$ cat config.mk
export PLATFORM = sky130hd
export DESIGN_NAME = ex_mem_stage
export DESIGN_NICKNAME = d
export VERILOG_FILES = /design/src/rtl/ex_mem_stage.sv
export SDC_FILE = /design/constraint.sdc
export NUM_CORES = 1
export LEC_CHECK = 0
export CAP_MARGIN = 0
export CORE_ASPECT_RATIO = 1.4
export CORE_MARGIN = 10
export CORE_UTILIZATION = 44
export DETAILED_ROUTE_END_ITERATION = 10
export PLACE_DENSITY_LB_ADDON = 0.2
export SETUP_SLACK_MARGIN = 0.02
export SKIP_CTS_REPAIR_TIMING = 1
export SLEW_MARGIN = 40
export SYNTH_ARGS = -nofsm -noshare
export SYNTH_HDL_FRONTEND = slang
export SYNTH_SLANG_ARGS = --single-unit
$ cat constraint.sdc
create_clock -name clk -period 2.9 [get_ports clk]
set_clock_uncertainty 0.1 [all_clocks]
set_input_delay 0.58 -clock clk [delete_from_list [all_inputs] [get_ports clk]]
set_output_delay 0.58 -clock clk [all_outputs]
set_load 0.02 [all_outputs]
$ cat src/rtl/ex_mem_stage.sv
// ---------------------------------------------------------------------------
// ex_mem_stage
// Execute-to-memory pipeline stage. Resolves conditional branches from the
// ALU flags at accept time and buffers results in a 2-entry skid buffer
// (main = head, skid = second) so that in_ready is a registered signal.
//
// Ports:
//   clk, rst_n          clock, async active-low reset
//   flush               synchronous kill of all buffered entries
//   in_valid/in_ready   upstream handshake (in_ready registered)
//   alu_*               ALU result, flags and op code
//   is_branch, funct3,
//   branch_target       branch control and taken target
//   rd_addr, reg_write,
//   mem_read, mem_write,
//   store_data          instruction payload passed to the memory stage
//   out_valid/out_ready downstream handshake
//   out_*               head entry fields
//   redirect_valid/pc   PC redirect pulse for a popped taken branch
//   branch_err          sticky: branch issued with a non-SUB ALU op
// ---------------------------------------------------------------------------
module ex_mem_stage #(
   parameter int unsigned XLEN = 64,
   parameter int unsigned RA_W = 5
) (
   input  logic            clk,
   input  logic            rst_n,
   input  logic            flush,
   input  logic            in_valid,
   output logic            in_ready,
   input  logic [XLEN-1:0] alu_rd,
   input  logic            alu_zero,
   input  logic            alu_carry,
   input  logic            alu_overflow,
   input  logic [3:0]      alu_control,
   input  logic            is_branch,
   input  logic [2:0]      funct3,
   input  logic [XLEN-1:0] branch_target,
   input  logic [RA_W-1:0] rd_addr,
   input  logic            reg_write,
   input  logic            mem_read,
   input  logic            mem_write,
   input  logic [XLEN-1:0] store_data,
   output logic            out_valid,
   input  logic            out_ready,
   output logic [XLEN-1:0] out_result,
   output logic [RA_W-1:0] out_rd_addr,
   output logic            out_reg_write,
   output logic            out_mem_read,
   output logic            out_mem_write,
   output logic [XLEN-1:0] out_store_data,
   output logic            out_branch_taken,
   output logic [XLEN-1:0] out_branch_target,
   output logic            redirect_valid,
   output logic [XLEN-1:0] redirect_pc,
   output logic            branch_err
);

   localparam logic [3:0] ALU_SUB  = 4'b0110;

   localparam logic [1:0] ST_EMPTY = 2'b00;
   localparam logic [1:0] ST_ONE   = 2'b01;
   localparam logic [1:0] ST_FULL  = 2'b10;

   localparam logic [2:0] F3_BEQ   = 3'b000;
   localparam logic [2:0] F3_BNE   = 3'b001;
   localparam logic [2:0] F3_BLT   = 3'b100;
   localparam logic [2:0] F3_BGE   = 3'b101;
   localparam logic [2:0] F3_BLTU  = 3'b110;
   localparam logic [2:0] F3_BGEU  = 3'b111;

   typedef struct packed {
      logic [XLEN-1:0] result;
      logic [RA_W-1:0] rd_addr;
      logic            reg_write;
      logic            mem_read;
      logic            mem_write;
      logic [XLEN-1:0] store_data;
      logic            taken;
      logic [XLEN-1:0] target;
   } entry_t;

   logic [1:0] state_q, state_d;
   entry_t     main_q, main_d;
   entry_t     skid_q, skid_d;
   entry_t     in_entry_c;
   logic       in_ready_q;
   logic       out_valid_q;
   logic       branch_err_q, branch_err_d;
   logic       accept_c;
   logic       pop_c;
   logic       sub_op_c;
   logic       cond_c;
   logic       taken_c;

   assign accept_c = in_valid & in_ready_q;
   assign pop_c    = out_valid_q & out_ready;
   assign sub_op_c = (alu_control == ALU_SUB);

   // Branch condition from ALU flags of rs1 - rs2
   always_comb begin
      cond_c = 1'b0;
      case (funct3)
         F3_BEQ:  cond_c = alu_zero;
         F3_BNE:  cond_c = ~alu_zero;
         F3_BLT:  cond_c = alu_rd[XLEN-1] ^ alu_overflow;
         F3_BGE:  cond_c = ~(alu_rd[XLEN-1] ^ alu_overflow);
         F3_BLTU: cond_c = alu_carry;
         F3_BGEU: cond_c = ~alu_carry;
         default: cond_c = 1'b0;
      endcase
      // Flags are only meaningful when the ALU performed a subtraction
      taken_c = is_branch & sub_op_c & cond_c;
   end

   // Incoming payload as it will be stored
   always_comb begin
      in_entry_c            = '0;
      in_entry_c.result     = alu_rd;
      in_entry_c.rd_addr    = rd_addr;
      in_entry_c.reg_write  = reg_write;
      in_entry_c.mem_read   = mem_read;
      in_entry_c.mem_write  = mem_write;
      in_entry_c.store_data = store_data;
      in_entry_c.taken      = taken_c;
      in_entry_c.target     = branch_target;
   end

   // State register and payload storage
   always_ff @(posedge clk or negedge rst_n) begin
      if (!rst_n) begin
         state_q      <= ST_EMPTY;
         main_q       <= '0;
         skid_q       <= '0;
         in_ready_q   <= 1'b1;
         out_valid_q  <= 1'b0;
         branch_err_q <= 1'b0;
      end else begin
         state_q      <= state_d;
         main_q       <= main_d;
         skid_q       <= skid_d;
         in_ready_q   <= (state_d != ST_FULL);
         out_valid_q  <= (state_d != ST_EMPTY);
         branch_err_q <= branch_err_d;
      end
   end

   // Next-state and buffer update
   always_comb begin
      state_d      = state_q;
      main_d       = main_q;
      skid_d       = skid_q;
      branch_err_d = branch_err_q;

      if (flush) begin
         // Flush wins: any same-cycle accept is dropped
         state_d = ST_EMPTY;
      end else begin
         if (accept_c && is_branch && !sub_op_c) begin
            branch_err_d = 1'b1;
         end
         case (state_q)
            ST_EMPTY: begin
               if (accept_c) begin
                  main_d  = in_entry_c;
                  state_d = ST_ONE;
               end
            end
            ST_ONE: begin
               if (accept_c && pop_c) begin
                  main_d  = in_entry_c;
                  state_d = ST_ONE;
               end else if (accept_c) begin
                  skid_d  = in_entry_c;
                  state_d = ST_FULL;
               end else if (pop_c) begin
                  state_d = ST_EMPTY;
               end
            end
            ST_FULL: begin
               if (pop_c) begin
                  main_d  = skid_q;
                  state_d = ST_ONE;
               end
            end
            default: state_d = ST_EMPTY;
         endcase
      end
   end

   assign in_ready          = in_ready_q;
   assign out_valid         = out_valid_q;
   assign out_result        = main_q.result;
   assign out_rd_addr       = main_q.rd_addr;
   assign out_reg_write     = main_q.reg_write;
   assign out_mem_read      = main_q.mem_read;
   assign out_mem_write     = main_q.mem_write;
   assign out_store_data    = main_q.store_data;
   assign out_branch_taken  = main_q.taken;
   assign out_branch_target = main_q.target;
   assign branch_err        = branch_err_q;

   // Redirect fires on the pop of a taken head; a flush suppresses it
   assign redirect_valid    = pop_c & main_q.taken & ~flush;
   assign redirect_pc       = main_q.target;

endmodule

== After elaboration in Yosys (flattened, before gate mapping) ==
Index checks and enable logic that the tools add are counted.
Storage, ports and cells
  flip-flop bits (word level): 407
  input bits: 216
Cells by class
  eq/ne operators: 12
  multiplexer cells: 12
  bitwise operators: 12
  reductions and logical operators: 11
Operators with widths (number)
  $mux W201: 3
  $pmux W201 S3: 1
  $eq A3 B3 Y1 const B: 4
  $mux W2: 6
  $ne A2 B2 Y1 const B: 4
  $and A1 B1 Y1: 6
  $pmux W1 S6: 1
  $pmux W2 S3: 1
  $not A1 Y1: 5
  $reduce_and A5 Y1: 1
  $eq A4 B3 Y1 const B: 1
  $reduce_and A4 Y1: 1
  $eq A3 B1 Y1 const B: 1
  $logic_and A1 B1 Y1: 3
  $logic_not A3 Y1: 1
  $reduce_bool A3 Y1: 1
  $eq A2 B1 Y1 const B: 1
  $eq A2 B2 Y1 const B: 1
  $logic_not A2 Y1: 1
  $reduce_and A2 Y1: 1
  $reduce_bool A2 Y1: 1
  $logic_not A1 Y1: 1
  $xor A1 B1 Y1: 1

== Depth between registers and ports, before layout ==
Gate-level depths: netlist of run 1.
  depth in word-level cells: 7
  depth in mapped cells: 7
  mapped depth without buffers: 4

== Worst setup path before layout of run 1 ==
Ideal clock, no wire load.
  path kind: reg2reg
  start point: register in_ready_q, in the netlist in_ready
  end point: register main_q, in the netlist out_branch_target[0]
  library setup time: 127 ps
  arrival time: 1843 ps
  data required time: 2673 ps
  slack: 829 ps
  stages on the path, launching flop included: 7
  path buffers: 2
  cell sequence: dfstp_2 nand2_1 o32a_1 nor2_4 buf_8 buf_8 mux2_1
On the way
  longest elaborated chain between the ends: 4
  elaborated cells on any way between the ends: 5
Ends and longest elaborated chain
  start: declaration: RTL line 87  | logic in_ready_q;
  start signal: assignment: RTL line 142  | in_ready_q <= (state_d != ST_FULL);
  $and A1 B1 Y1 *: RTL line 96  | assign accept_c = in_valid & in_ready_q;
  $logic_and A1 B1 Y1: RTL line 170  | if (accept_c && pop_c) begin
  $ne A2 B2 Y1 (no line)
  $reduce_and A5 Y1 (no line) *
  end signal: assignment: RTL line 140  | main_q <= main_d;
  end: declaration: RTL line 84  | entry_t main_q, main_d;
Mark *: on every way between the ends. The rest lies on a longest branch, timed or not.
A chain may end at the register's enable or synchronous reset.

== Worst setup path in the final report of run 1 ==
  start point: input out_ready
  end point: output redirect_valid
On the way
  longest elaborated chain between the ends: 3
Ends and longest elaborated chain
  start: declaration: RTL line 45  | input logic out_ready,
  $and A1 B1 Y1: RTL line 97  | assign pop_c = out_valid_q & out_ready;
  $and A1 B1 Y1 (2 in a row): RTL line 204  | assign redirect_valid = pop_c & main_q.taken & ~flush;
  end: declaration: RTL line 54  | output logic redirect_valid,
No other way between the ends.

==> reports/qor.yml, run 1 <==
power.leakage_nw: 11.26
period_needed_ns: 2.745
path_common_cell: "clkdlybuf4s50_1"
start_kind: "primary input"
synth_fp_nets: 1815
max_freq_mhz: 364.3
port_buffers: 484
initial_utilization_pct: 44.44
place_ws_ns: 0.1468
drive_above_1_share_pct: 6.738
seq_area_mm2: 0.01019
holdWs_ns: 0.3812
synth-edff-count: 0
antenna_found_initial: 7
synth_area_mm2: 0.01830
die_w_um: 192.4
arrival_ns: 2.07
path_cells: "clkdlybuf4s50_1, nand2_1, nor3b_1, clkdlybuf4s50_1"
drt-vias-per-instance: 4.963
antenna_left: 0
synth.distinct_cells: 37
fin_crit_sh_pct: 94.66
ys.flop_type: "dfrtp_1"
wl_per_cell_um: 19.56
insertion_delay_ns: 0.53
rows: 88
synth_area_per_cell_um2: 11.45
die_h_um: 261.3
grt_pass1_wl_um: 78030
tritoncts: "built"
cp_slowest_stage_delay_ns: 0.64
htreeDepth: 2
maxCapViolCount: 0
grt_pass1_vias: 13485
async_flop_share_pct: 100.0
areaGrowthSynthToFinish_pct: 34.98
io_pins: 485
crit_type: "in2out"
hold_viol_final: 0
slew_headroom_pct: 58.34
detail_route.iter0.violations: 788
hp-class: "reg2reg"
place_hpwl_um: 36490
grt_max_degree: 104
finalWeightedCongestion: 0.8170
synth_area_leaders: "dfrtp_1 56%, mux2_1 23%, nand2_1 12%"
synthCells: 1599
ys_warn_count: 0
yosys-top-cells-count: "605 x nand2_1, 406 x dfrtp_1, 378 x mux2_1, 65 x buf_4, 29 x buf_2"
synth_top_cell_area_share_pct: 55.51
synth_top_cell_by_area: "dfrtp_1"
rsz0062_at_grt: "no"
ys_ff_latch: 407
tns_ns: 0
dp.cells: 2514
drc: 0
crit_slowest_cell: "clkdlybuf4s50_1"
final_cells: 2593
ir_worst_vdd_v: 0.0005316
holdPathStages: 1
overflow: 0
multiInputGateArea_mm2: 0.007036
worst_slack_ns: 0.1548
finalNetCount: 2234
worstSetupEndpointType: "output pin"
worst_pin_slew_ns: 0.6249
cts-root-buf: "clkbuf_16"
yosysMostFrequentCell: "nand2_1"
finalMaxSlewViolations: 0
fillers: 3317
path_max_fanout: 4
ff2ff_path_depth: 6
cts.sinks: 407
setup_violations: 0
grtUsageTotal_pct: 19.58
cts.path.max_buffers: 3
core_mm2: 0.04118
cts_buffers: 41
power_mw: 22.45
dr.pass1.iters: 4
wirelength_um: 50720
yosysSeqAreaShare_pct: 55.66
path_clk_slew_ns: 0.06
powerDensity_mw_per_mm2: 908.9
worstPathRequired_ns: 2.22
vias: 12870
dieArea_mm2: 0.05027
outcome: "finished, final reports clean"
metrics by stage:
| step | area [µm²] | utilization [%] |
|---|---|---|
| after global placement | 23310 | 56.61 |
| after floorplan | 18300 | - |
| after CTS | 24680 | 59.93 |
| after detailed placement | 23340 | 56.67 |
| after global routing | 24700 | 59.98 |
| final | 24700 | 59.99 |
registers in the layout (all words and copies together) (netlist names), 2 cells and up:
| signal | flops |
|---|---|
| out_branch_target | 64 |
| out_rd_addr | 5 |
| out_result | 64 |
| out_store_data | 64 |
| skid_q | 201 |
| state_q | 2 |
kinds of logic (layout without fill, tap and decap cells):
kind of cell	count (synthesis)	after routing	synth area share [%]
muxes	400	400	24.61
xor gates and xnor gates	2	2	0.1709
DFF	407	407	55.66
buffers and inverters	156	605	6.023
other	0	5	0
AOI/OAI and AO/OA	14	14	0.5607
and+or+nand+nor	620	620	12.98
layer usage:
| metal | GRT usage (%) | up-vias | part of all wire, % |
|---|---|---|---|
| met3 | 6.310 | 79 | 8.2 |
| met2 | 33.76 | 374 | 51 |
| li1 | - | 6017 | - |
| met5 | 0 | - | 0.091 |
| met4 | 7.208 | 6 | 2.8 |
| met1 | 22.19 | 6394 | 38 |
where the power goes:
group | switching [mW] | leakage (nW) | total, mW | internal, mW
Combinational | 3.69 | 5.74 | 7.71 | 4.02
Sequential | 1.41 | 4.86 | 9.49 | 8.08
Clock | 2.17 | 0.667 | 5.26 | 3.09
Total | 7.27 | 11.3 | 22.5 | 15.2
layout make-up:
cell class	count	share of cell area, %
well taps	540	2.735
multi-input cells	1036	28.48
inverters	2	0.03039
clock buffers	64	5.121
diodes	5	0.05065
repair buffers	530	22.03
flip-flops and latches	407	41.23
clock inverters	9	0.3140
critical path: cells and delay by family:
family | cells | cell delay (ns)
simple gates | 2 | 0.33
buf+inv | 2 | 1.16
worst paths after layout:
path | start | to | slack, ns
worst max-delay path | out_ready | redirect_valid | 0.15
worst min-delay path | branch_err$_DFFE_PN0P_ | branch_err$_DFFE_PN0P_ | 0.38
worst max register to register | in_ready$_DFF_PN1_ | out_branch_target[21]$_DFFE_PN0P_ | 0.68
worst min register to register | branch_err$_DFFE_PN0P_ | branch_err$_DFFE_PN0P_ | 0.38
max in group asynchronous | rst_n | skid_q[23]$_DFFE_PN0P_ | 1.27
min in group asynchronous | rst_n | out_store_data[45]$_DFFE_PN0P_ | 0.54
cell usage in the layout (no fill, tap or decap), drive strengths merged, types with 2 or more instances in the layout:
cell	Yosys	routed
inv	2	3
clkbuf	23	64
nand4	2	2
nand2	605	605
dfrtp	406	406
nor2b	2	2
clkdlybuf4s50	0	483
nor2	3	3
a21oi	2	2
diode	0	5
o21ai	3	3
mux2	400	400
buf	131	46
clkinv	0	7
No activity file was read; power rests on OpenSTA's default activity.
==> inputs of run 2 (changes only) <==
--- a/config.mk
+++ b/config.mk
@@ -11,6 +11,7 @@
 export CORE_UTILIZATION = 44
 export DETAILED_ROUTE_END_ITERATION = 10
 export PLACE_DENSITY_LB_ADDON = 0.2
+export RECOVER_POWER = 25
 export SETUP_SLACK_MARGIN = 0.02
 export SKIP_CTS_REPAIR_TIMING = 1
 export SLEW_MARGIN = 40
==> reports/qor.yml, run 2 (synthesized netlist as in run 1, its figures left out) <==
cts_buffers: 41  # unchanged
layout_commonest_cell: "nand2_1"  # unchanged
wl_per_cell_um: 19.55  # was 19.56 µm
finalNetCount: 2234  # unchanged
power_mw: 22.43  # was 22.45 mW
maxCapViolCount: 0  # unchanged
overflow: 0  # unchanged
antenna_found_initial: 7  # unchanged
largest_reg_flops: 201  # unchanged
power_frac_clock_pct: 23.4  # about the same
worstSetupEndpointType: "output pin"  # unchanged
setup_violations: 0  # unchanged
die_w_um: 192.4  # unchanged
core_mm2: 0.04118  # unchanged
io_pins: 485  # unchanged
p_comb_share_pct: 34.3  # about the same
worst_pin_slew_ns: 1.203  # was 0.6249 ns
power.leakage_nw: 11.22  # was 11.26 nW
place_hpwl_um: 36490  # unchanged
regMostFlops: "skid_q"  # unchanged
hp-class: "reg2reg"  # unchanged
slew_headroom_pct: 19.82  # was 58.34%
drive_above_1_share_pct: 6.299  # was 6.738%
grt_pass1_wl_um: 78030  # unchanged
path_clk_slew_ns: 0.06  # about the same
wirelength_um: 50700  # was 50720 µm
drc: 0  # unchanged
cts.path.max_buffers: 3  # unchanged
finalWeightedCongestion: 0.8170  # unchanged
p_switching_mw: 7.265  # was 7.268 mW
ir_worst_vdd_v: 0.0005300  # was 0.0005316 V
die_h_um: 261.3  # unchanged
outcome: "finished, final reports clean"  # unchanged
rsz0062_at_grt: "no"  # unchanged
multiInputGateArea_mm2: 0.007036  # unchanged
worstPathRequired_ns: 2.22  # about the same
finalMaxSlewViolations: 0  # unchanged
crit_type: "in2out"  # unchanged
sw_frac_of_total_pct: 32.38  # was 32.37%
powerDensity_mw_per_mm2: 911.2  # was 908.9 mW/mm²
arrival_ns: 2.06  # was 2.07 ns
cts-root-buf: "clkbuf_16"  # unchanged
max_freq_mhz: 364.5  # was 364.3 MHz
dr.pass1.iters: 5  # was 4
tritoncts: "built"  # unchanged
vias: 12866  # was 12870
holdWs_ns: 0.3815  # was 0.3812 ns
start_kind: "primary input"  # unchanged
grt_max_degree: 104  # unchanged
htreeDepth: 2  # unchanged
grt_pass1_vias: 13485  # unchanged
insertion_delay_ns: 0.53  # about the same
drt-vias-per-instance: 4.962  # was 4.963
areaGrowthSynthToFinish_pct: 34.54  # was 34.98%
path_max_fanout: 4  # unchanged
rows: 88  # unchanged
mostFrequentLayoutCells: "604 x nand2_1, 482 x clkdlybuf4s50_1, 406 x dfrtp_1"  # was 604 x nand2_1, 483 x clkdlybuf4s50_1, 406 x dfrtp_1
seqPwrFrac_pct: 42.3  # was 42.2%
power.internal_mw: 15.17  # was 15.18 mW
fillers: 3334  # was 3317
period_needed_ns: 2.744  # was 2.745 ns
antenna_left: 0  # unchanged
seq_area_mm2: 0.01019  # unchanged
cts.sinks: 407  # unchanged
dieArea_mm2: 0.05027  # unchanged
detail_route.iter0.violations: 730  # was 788
port_buffers: 484  # unchanged
initial_utilization_pct: 44.44  # unchanged
hold_viol_final: 0  # unchanged
tns_ns: 0  # unchanged
fin_crit_sh_pct: 94.61  # was 94.66%
grtUsageTotal_pct: 19.58  # unchanged
[run 2: stage by stage]
| stage | instance area, µm² | worst slack [ns] | cells | utilization (%) |
|---|---|---|---|---|
| CTS | 24680 | 0.1516 | 2587 | 59.93 |
| detailed placement | 23340 | 0.1468 | 2514 | 56.67 |
| global placement | 23310 | 0.1451 | 2513 | 56.61 |
| global route | 24620 | 0.04386 | 2592 | 59.79 |
| finish | 24620 | 0.1563 | 2593 | 59.79 |
| floorplan | 18300 | 0.8294 | 1599 | - |
[run 2: worst max-delay path: stages]
cell and delay [ns]:
clkdlybuf4s50_1 0.51, nand2_1 0.12, nor3b_1 0.21, clkdlybuf4s50_1 0.64
[run 2: power groups by stage]
stage | Sequential (mW) | Clock [mW] | Combinational, mW
finish | 9.49 | 5.26 | 7.69
floorplan | 10.4 | 0 | 3.18
global route | 9.78 | 5.61 | 8.23
global placement | 9.46 | 0 | 7.67
CTS | 9.51 | 5.39 | 7.87
detailed placement | 9.59 | 0 | 7.85
[run 2: routing by layer]
metal	part of all wire [%]	track usage [%]	vias to the layer above
li1	-	-	6014
met1	38	22.19	6405
met2	51	33.76	360
met3	8.0	6.310	81
met4	2.9	7.208	6
met5	0.091	0	-
[run 2: cell type report]
type / instances / share of cell area, %
Clock inverter: 9 / 0.3151
Multi-Input combinational cell: 1036 / 28.57
Antenna cell: 5 / 0.05082
Inverter: 2 / 0.03049
Timing Repair Buffer: 530 / 21.78
Tap cell: 540 / 2.744
Clock buffer: 64 / 5.137
Sequential cell: 407 / 41.37
[run 2: path summary, 6_finish.rpt]
kind	end	slack, ns	start	cells past startpoint
worst max-delay path	redirect_valid	0.16	out_ready	4
worst min-delay path	branch_err$_DFFE_PN0P_	0.38	branch_err$_DFFE_PN0P_	1
worst min register to register	branch_err$_DFFE_PN0P_	0.38	branch_err$_DFFE_PN0P_	1
min in group asynchronous	out_mem_read$_DFFE_PN0P_	0.50	rst_n	2
worst max register to register	out_branch_target[21]$_DFFE_PN0P_	0.69	in_ready$_DFF_PN1_	6
max in group asynchronous	out_branch_target[48]$_DFFE_PN0P_	0.52	rst_n	3
==> RTL edit (settings of run 2) <==
Register the outputs `redirect_valid` and `redirect_pc`; this adds one clock of latency there. The other outputs are not delayed to match.
--- a/src/rtl/ex_mem_stage.sv
+++ b/src/rtl/ex_mem_stage.sv
@@ -202,6 +202,8 @@
 
    // Redirect fires on the pop of a taken head; a flush suppresses it
-   assign redirect_valid    = pop_c & main_q.taken & ~flush;
-   assign redirect_pc       = main_q.target;
+   always_ff @(posedge clk) begin
+      redirect_valid <= pop_c & main_q.taken & ~flush;
+      redirect_pc    <= main_q.target;
+   end
 
 endmodule
Formal check against the unedited RTL: not equivalent (a bounded check fails within 4 cycles, from zero or initial values and one cycle with rst_n low).
==> RTL edit against run 2 <==
Total power is 5.9% higher; sequential cell count is 65 higher; synthesized area is 3.7% higher; first-iteration DRC count is 51% lower; combinational power is 3.3% lower; cell count is 12% lower; worst setup slack better by 340 ps; synthesized cell count is 26% lower; critical path depth is 3 lower; routed wire length is 1.9% lower; die area is 3.3% higher; final area is 6.7% higher; largest cell class unchanged.
==> RTL edit: results (changes against run 2) <==
CTS Buf Count=46 (+12%); ys async rst share=86.2% (-14 points); Routed WL per cell=21.8 µm (+11%); clk_lat worst skew=550 ps (+20 ps); Internal Pwr Total=0.0167 W (+10%); placed cells=2,198 (-13%); vias in the first global route=12.8k (-5.3%); initial DRC count=359 (-51%); fin cells=2,286 (-12%); synth top area cells=dfrtp_1 (54%), mux2_2 (35%), dfxtp_1 (6.9%); layout cells sized above 1=41.5% (+35 points); syn_nets=1,395 (-23%); WP data arrival=1720 ps (-340 ps); GP Congestion=0.794 (-2.8%); I/O Buffers=484 (unchanged); first-pass GRT wire length=77.4 mm (-0.86%); Avg Synthesized Cell Area=16.1 µm² (+41%); outcome=finished clean; post-synth cell types=34 (-8.1%); Peak VDD IR=0.686 mV (+29%); dpl hpwl=36.6 mm (+0.19%); DP Area=24,800 µm² (+6.1%); fillcell total=3,306 (-0.84%); Worst slew margin=24.3% (+4.5 points); Pre-Repair DR Iteration Count=4 (-1); GRT Resource Usage Total=18.7% (-0.87 points); Final nets=1,911 (-14%); leakage=10.9 nW (-2.8%); Via Count=11.6k (-10%); initial antenna violation count=8 (+1); sequential element share of the synthesized area=60.6% (+4.9 points); Register-to-Register Setup Slack=630 ps (-60 ps); worst-path fanout max=3 (-1)
RTL edit: cells by family (layout without fill, tap and decap cells):
family | after synthesis | in the layout | synth area share, %
other | 0 | 3 | 0
AO/OA/AOI/OAI | 12 | 12 | 0.488
buffers and inverters | 72 | 624 | 2.51
AND/OR/NAND/NOR | 20 | 20 | 0.607
multiplexers | 602 | 602 | 35.7
XOR/XNOR | 1 | 1 | 0.119
flip-flops | 472 | 472 | 60.6
RTL edit: area by class of cell:
type	count	area [µm²]	share of cell area, %
Sequential cell	472	11500	43.7
Multi-Input combinational cell	635	7030	26.8
Timing Repair Buffer	535	5480	20.9
Clock buffer	71	1450	5.52
Tap cell	552	691	2.63
Clock inverter	13	97.6	0.372
Inverter	5	18.8	0.0715
Antenna cell	3	7.51	0.0286
RTL edit: per-stage QoR:
step,hold WS [ps],worst slack [ps]
final,289,497
after floorplan,184,814
after detailed placement,282,83.8
after CTS,-53.3,461
after global placement,281,101
after global routing,307,264
RTL edit: per-layer routing:
layer	track usage [%]	vias up	part of all wire, %
met2	32.0	325	51
met5	0	-	0.13
met1	21.9	5923	39
met4	5.09	10	1.9
li1	-	5259	-
met3	6.50	64	8.0
RTL edit: path summary, 6_finish.rpt:
path | from | endpoint | cells past startpoint
hold / removal | out_branch_target[19] | redirect_pc[19] | 0
max in group asynchronous | rst_n | skid_q[125] | 3
min in group asynchronous | rst_n | out_result[43] | 2
setup / recovery | in_ready | in_ready | 1
hold reg to reg | out_branch_target[19] | redirect_pc[19] | 0
setup reg to reg | state_q[1] | out_branch_target[2] | 6
RTL edit: power by group through the flow:
stage | Sequential (W) | Clock, W | Combinational, W
global placement | 0.0103 | 0 | 0.00743
CTS | 0.0103 | 0.00621 | 0.00758
global route | 0.0106 | 0.00646 | 0.00790
finish | 0.0103 | 0.00604 | 0.00744
detailed placement | 0.0104 | 0 | 0.00756
floorplan | 0.0115 | 0 | 0.00247
